$ cat config.mk
export PLATFORM = sky130hd
export DESIGN_NAME = mac_seq_ctrl
export DESIGN_NICKNAME = d
export VERILOG_FILES = /design/src/rtl/mac_seq_ctrl.sv
export SDC_FILE = /design/constraint.sdc
export NUM_CORES = 1
export LEC_CHECK = 0
export BUFFER_PORTS_ARGS = -buffer_cell sky130_fd_sc_hd__buf_2
export CELL_PAD_IN_SITES_DETAIL_PLACEMENT = 1
export CELL_PAD_IN_SITES_GLOBAL_PLACEMENT = 1
export CORE_UTILIZATION = 37
export CTS_CLUSTER_DIAMETER = 30
export DETAILED_ROUTE_END_ITERATION = 12
export GPL_ROUTABILITY_DRIVEN = 1
export PLACE_DENSITY = 0.77
export SYNTH_ARGS = -nofsm -noshare
export SYNTH_HDL_FRONTEND = slang
export SYNTH_SLANG_ARGS = --single-unit
$ cat constraint.sdc
create_clock -name clk_i -period 2.7 [get_ports clk_i]
set_clock_uncertainty 0.2 [all_clocks]
set_input_delay 0.27 -clock clk_i [delete_from_list [all_inputs] [get_ports clk_i]]
set_output_delay 0.27 -clock clk_i [all_outputs]
set_load 0.05 [all_outputs]
$ cat src/rtl/mac_seq_ctrl.sv
// Sequencer driving a single MAC processing element through C = A x B (row-major).
// Issues 1-cycle-latency SRAM reads, controls PE clear/valid, and streams results over valid/ready.
module mac_seq_ctrl #(
  parameter int DATA_WIDTH = 16,
  parameter int ADDR_WIDTH = 16,
  parameter int DIM_WIDTH  = 8
) (
  input  logic                    clk_i,
  input  logic                    rst_i,
  input  logic                    start_i,
  input  logic [DIM_WIDTH-1:0]    m_i,
  input  logic [DIM_WIDTH-1:0]    n_i,
  input  logic [DIM_WIDTH-1:0]    k_i,
  output logic                    busy_o,
  output logic                    done_o,
  output logic                    a_req_o,
  output logic [ADDR_WIDTH-1:0]   a_addr_o,
  output logic                    b_req_o,
  output logic [ADDR_WIDTH-1:0]   b_addr_o,
  output logic                    pe_a_valid_o,
  output logic                    pe_b_valid_o,
  output logic                    pe_acc_clr_o,
  input  logic [2*DATA_WIDTH-1:0] pe_acc_i,
  output logic                    c_valid_o,
  input  logic                    c_ready_i,
  output logic [ADDR_WIDTH-1:0]   c_addr_o,
  output logic [2*DATA_WIDTH-1:0] c_data_o
);

  localparam logic [2:0] IDLE  = 3'd0;
  localparam logic [2:0] CLEAR = 3'd1;
  localparam logic [2:0] FEED  = 3'd2;
  localparam logic [2:0] DRAIN = 3'd3;
  localparam logic [2:0] WRITE = 3'd4;
  localparam logic [2:0] DONE  = 3'd5;

  logic [2:0]            state;
  logic [DIM_WIDTH-1:0]  m_dim, n_dim, k_dim;
  logic [DIM_WIDTH-1:0]  m, n, k;
  logic [ADDR_WIDTH-1:0] a_row;   // m*K
  logic [ADDR_WIDTH-1:0] a_ptr;   // m*K + k
  logic [ADDR_WIDTH-1:0] b_ptr;   // k*N + n
  logic [ADDR_WIDTH-1:0] c_ptr;   // m*N + n
  logic                  pe_valid;

  logic [ADDR_WIDTH-1:0] k_step, n_step, a_next_row;
  logic                  last_k, last_n, last_m;

  assign k_step     = ADDR_WIDTH'(k_dim);
  assign n_step     = ADDR_WIDTH'(n_dim);
  assign a_next_row = a_row + k_step;
  assign last_k     = (k == k_dim - DIM_WIDTH'(1));
  assign last_n     = (n == n_dim - DIM_WIDTH'(1));
  assign last_m     = (m == m_dim - DIM_WIDTH'(1));

  always_ff @(posedge clk_i) begin
    if (rst_i) begin
      state    <= IDLE;
      m_dim    <= '0;
      n_dim    <= '0;
      k_dim    <= '0;
      m        <= '0;
      n        <= '0;
      k        <= '0;
      a_row    <= '0;
      a_ptr    <= '0;
      b_ptr    <= '0;
      c_ptr    <= '0;
      pe_valid <= 1'b0;
    end else begin
      // Read data arrives one cycle after the request, so the PE valid trails it by one.
      pe_valid <= (state == FEED);
      case (state)
        IDLE: begin
          if (start_i) begin
            if (m_i != '0 && n_i != '0 && k_i != '0) begin
              m_dim <= m_i;
              n_dim <= n_i;
              k_dim <= k_i;
              m     <= '0;
              n     <= '0;
              k     <= '0;
              a_row <= '0;
              a_ptr <= '0;
              b_ptr <= '0;
              c_ptr <= '0;
              state <= CLEAR;
            end else begin
              state <= DONE;
            end
          end
        end
        CLEAR: state <= FEED;
        FEED: begin
          a_ptr <= a_ptr + ADDR_WIDTH'(1);
          b_ptr <= b_ptr + n_step;
          if (last_k) begin
            k     <= '0;
            state <= DRAIN;
          end else begin
            k <= k + DIM_WIDTH'(1);
          end
        end
        DRAIN: state <= WRITE;
        WRITE: begin
          if (c_ready_i) begin
            c_ptr <= c_ptr + ADDR_WIDTH'(1);
            // Rewind the operand pointers to the start of the next element's row/column.
            if (last_n) begin
              n     <= '0;
              m     <= m + DIM_WIDTH'(1);
              a_row <= a_next_row;
              a_ptr <= a_next_row;
              b_ptr <= '0;
              state <= last_m ? DONE : CLEAR;
            end else begin
              n     <= n + DIM_WIDTH'(1);
              a_ptr <= a_row;
              b_ptr <= ADDR_WIDTH'(n) + ADDR_WIDTH'(1);
              state <= CLEAR;
            end
          end
        end
        DONE:    state <= IDLE;
        default: state <= IDLE;
      endcase
    end
  end

  assign busy_o       = (state != IDLE);
  assign done_o       = (state == DONE);
  assign a_req_o      = (state == FEED);
  assign b_req_o      = a_req_o;
  assign a_addr_o     = (state == FEED) ? a_ptr : '0;
  assign b_addr_o     = (state == FEED) ? b_ptr : '0;
  assign pe_a_valid_o = pe_valid;
  assign pe_b_valid_o = pe_valid;
  assign pe_acc_clr_o = (state == CLEAR);
  assign c_valid_o    = (state == WRITE);
  assign c_addr_o     = (state == WRITE) ? c_ptr : '0;
  assign c_data_o     = (state == WRITE) ? pe_acc_i : '0;

endmodule

==> results.yml <==
outcome:
  outcome: "finished, violations left"
  violations: "setup timing"
grt:
  grt_max_degree: 51
  grt_pass1_wl_um: 42600
  grt_pass1_vias: 8526
  overflow: 0
  antenna_found_initial: 0
  track_usage_pct: 26.4
yosys:
  syn_nets: 1039
  synth_largest_area_cell: "dfxtp_1"
  ys_seq_area_share_pct: 31.4
  async_flop_share_pct: 0
  synth_cell_types: 73
  synth_warnings: 0
  post_synth.cell_area_avg_um2: 7.77
  ys_ff_latch: 116
  yosys_most_used_dff: "dfxtp_1"
  synthDominantCellAreaShare_pct: 31.4
  synth_edf_count: 0
  synth_area_um2: 7400
  synthCells: 953
  synthTopCellsByArea: "dfxtp_1 (31%), nor2_1 (6.1%), and3_1 (5.6%)"
power_and_ir_drop:
  powerDensity_nw_per_um2: 534
  ir_drop_mv: 0.469
  leakage_nw: 4.53
floorplan:
  dieWidth_um: 143
  core_area_um2: 19500
  die_area_um2: 20600
  die_y_um: 143
  io-pin-count: 148
  rows: 51
  start_util_pct: 37.9
hold_path:
  hp-class: "primary input to flip-flop"
clocking:
  htreeDepth: 4
  clk_latency_ps: 430
  cts_num_sinks: 116
  cts_tree: "yes"
  cts_made_buffers: 17
  cts_buffer_depth: 2
  root_buffer: "clkbuf_16"
  path_clk_slew_ps: 60
timing:
  worst_pin_slew_ps: 723
  finalMaxSlewViolations: 0
  fin_crit_ps: 3090
  hold_viol: 0
  relSlewSlack_pct: 51.5
  fin_hold_ws_ps: 41.3
  min_period_over_period_pct: 114
  rsz0062_at_grt: "true"
  setup_violations: 58
  tns_ps: -13330
  fin_ws_ps: -391
  fmax_mhz: 324
setup_path:
  path_cells: "or4_4, nor4b_4, o211ai_1, a2111o_2, buf_6, nand4b_1, o21ai_1, a211oi_1, a311oi_1"
  crit_type: "flip-flop to flip-flop"
  cpPeakStageDelay_ps: 630
  r2r_slack_ps: -390
  cpLargestDelayFamily: "compound AO/OA/AOI/OAI gates"
  critPathBufInv: 1
  end_kind: "flip-flop"
  critical_path_required_ps: 2840
  crit_fanout: 7
  arrival_ps: 3230
  worst_setup_path_start_kind: "flip-flop"
  cpMaxStageDelayCell: "a2111o_2"
cells_and_area:
  final_layout_size_suffix_gt1_share_pct: 32.9
  syn2layout_area_growth_pct: 41.9
  num_antenna_cells: 0
  nets: 1275
  final_common_cell: "buf_2"
  final_util_pct: 53.8
  final_cell_mix: "buf_2 (142), dfxtp_1 (108), nor2_1 (107)"
route:
  drtIter0Drc: 399
  drtAntennaViolNets: 0
  wl_um: 28900
  drc: 0
  vias_per_cell: 5.65
  dr.pass1.iters: 5
  vias: 8289
  wl_per_cell_um: 19.7
placement:
  io_buffer_count: 147
  gp_congestion: 0.835
  detailed_place_hpwl_um: 18000
job:
  cap_violations: 0
final cells by class:
class,instances,area [um2]
well taps,265,332
inverters,29,115
clock buffers,23,478
flip-flops and latches,116,2330
multi-input cells,749,5240
clock inverters,9,150
fillers,2349,9020
repair buffers,276,1870
tightest hold or removal path: stages:
cell      delay (ps)
buf_2            150
nand3_1          100
a311oi_1          90
final timing paths:
check,depth (start not counted),from,to
worst min register to register,2,b_ptr[15]$_SDFFE_PP0P_,b_ptr[15]$_SDFFE_PP0P_
worst max-delay path,9,n_dim[2]$_SDFFE_PP0P_,state[2]$_SDFFE_PP0P_
worst min-delay path,3,start_i,state[2]$_SDFFE_PP0P_
worst max register to register,9,n_dim[2]$_SDFFE_PP0P_,state[2]$_SDFFE_PP0P_
flip-flops by register name, summed over array words and instances (netlist names):
name and cells:
a_ptr 16, a_row 16, b_ptr 16, c_ptr 16, k 8, k_dim 8, m 8, m_dim 8
n 8, n_dim 8, state 3, pe_a_valid_o 1
cells in the mapped netlist, types with 7 or more instances:
cell type	count
xnor2_1	33
xor2_1	36
dfxtp_1	116
or3_1	10
nand2_1	70
nor3_1	19
nand2b_1	11
clkbuf_1	48
nor3b_1	7
nand3b_1	8
a22o_1	7
nand4_1	13
o31ai_1	7
ha_1	24
o21ai_0	48
inv_1	29
a21oi_1	64
mux2i_1	28
nor4_1	13
a21o_1	7
nand3_1	32
and3_1	66
nor2_1	120
and2_1	27
through the flow:
stage | setup WS, ps | instances | power (mW) | area [um2]
after floorplan | -106 | 953 | 2.56 | 7420
after global placement | -247 | 1392 | 2.92 | 8930
after detailed placement | -351 | 1392 | 2.96 | 8930
after CTS | -301 | 1455 | 5.47 | 10100
after global routing | -518 | 1467 | 5.81 | 10500
final | -391 | 1467 | 5.61 | 10500
layer usage:
layer | routed length [um] | up-vias | GRT usage [%]
met2 | 15300 | 273 | 50.7
met3 | 1340 | 72 | 3.87
li1 | - | 3854 | -
met5 | 0 | - | 0
met4 | 866 | 0 | 10.5
met1 | 11400 | 4090 | 28.8
power by group:
part,switching [mW],internal [mW],total [mW]
Sequential,0.0790,1.77,1.85
Clock,0.844,1.61,2.46
Combinational,0.800,0.509,1.31
Total,1.72,3.89,5.61
cells by family (layout without fill, tap and decap cells):
family	after synthesis	in the layout	synth area share [%]
adder cells (fa/ha/maj)	26	26	4.60
AND/OR/NAND/NOR	430	430	30.6
flip-flops	116	116	31.4
AO/OA/AOI/OAI	196	196	16.8
XOR/XNOR	69	69	8.16
multiplexers	28	28	3.79
buffers and inverters	88	337	4.70
timing repair:
| item | 4_1_cts | 5_1_grt |
|---|---|---|
| buffers inserted | 7 | 12 |
| gates cloned | 0 | 1 |
| endpoints found under the setup margin | 95 | 106 |
| pin swaps | 46 | 39 |
| gates resized for setup | 62 | 91 |
| hold buffers | 24 | 0 |
| hold endpoints to repair | 24 | 0 |
No activity file was read; power rests on OpenSTA's default activity.
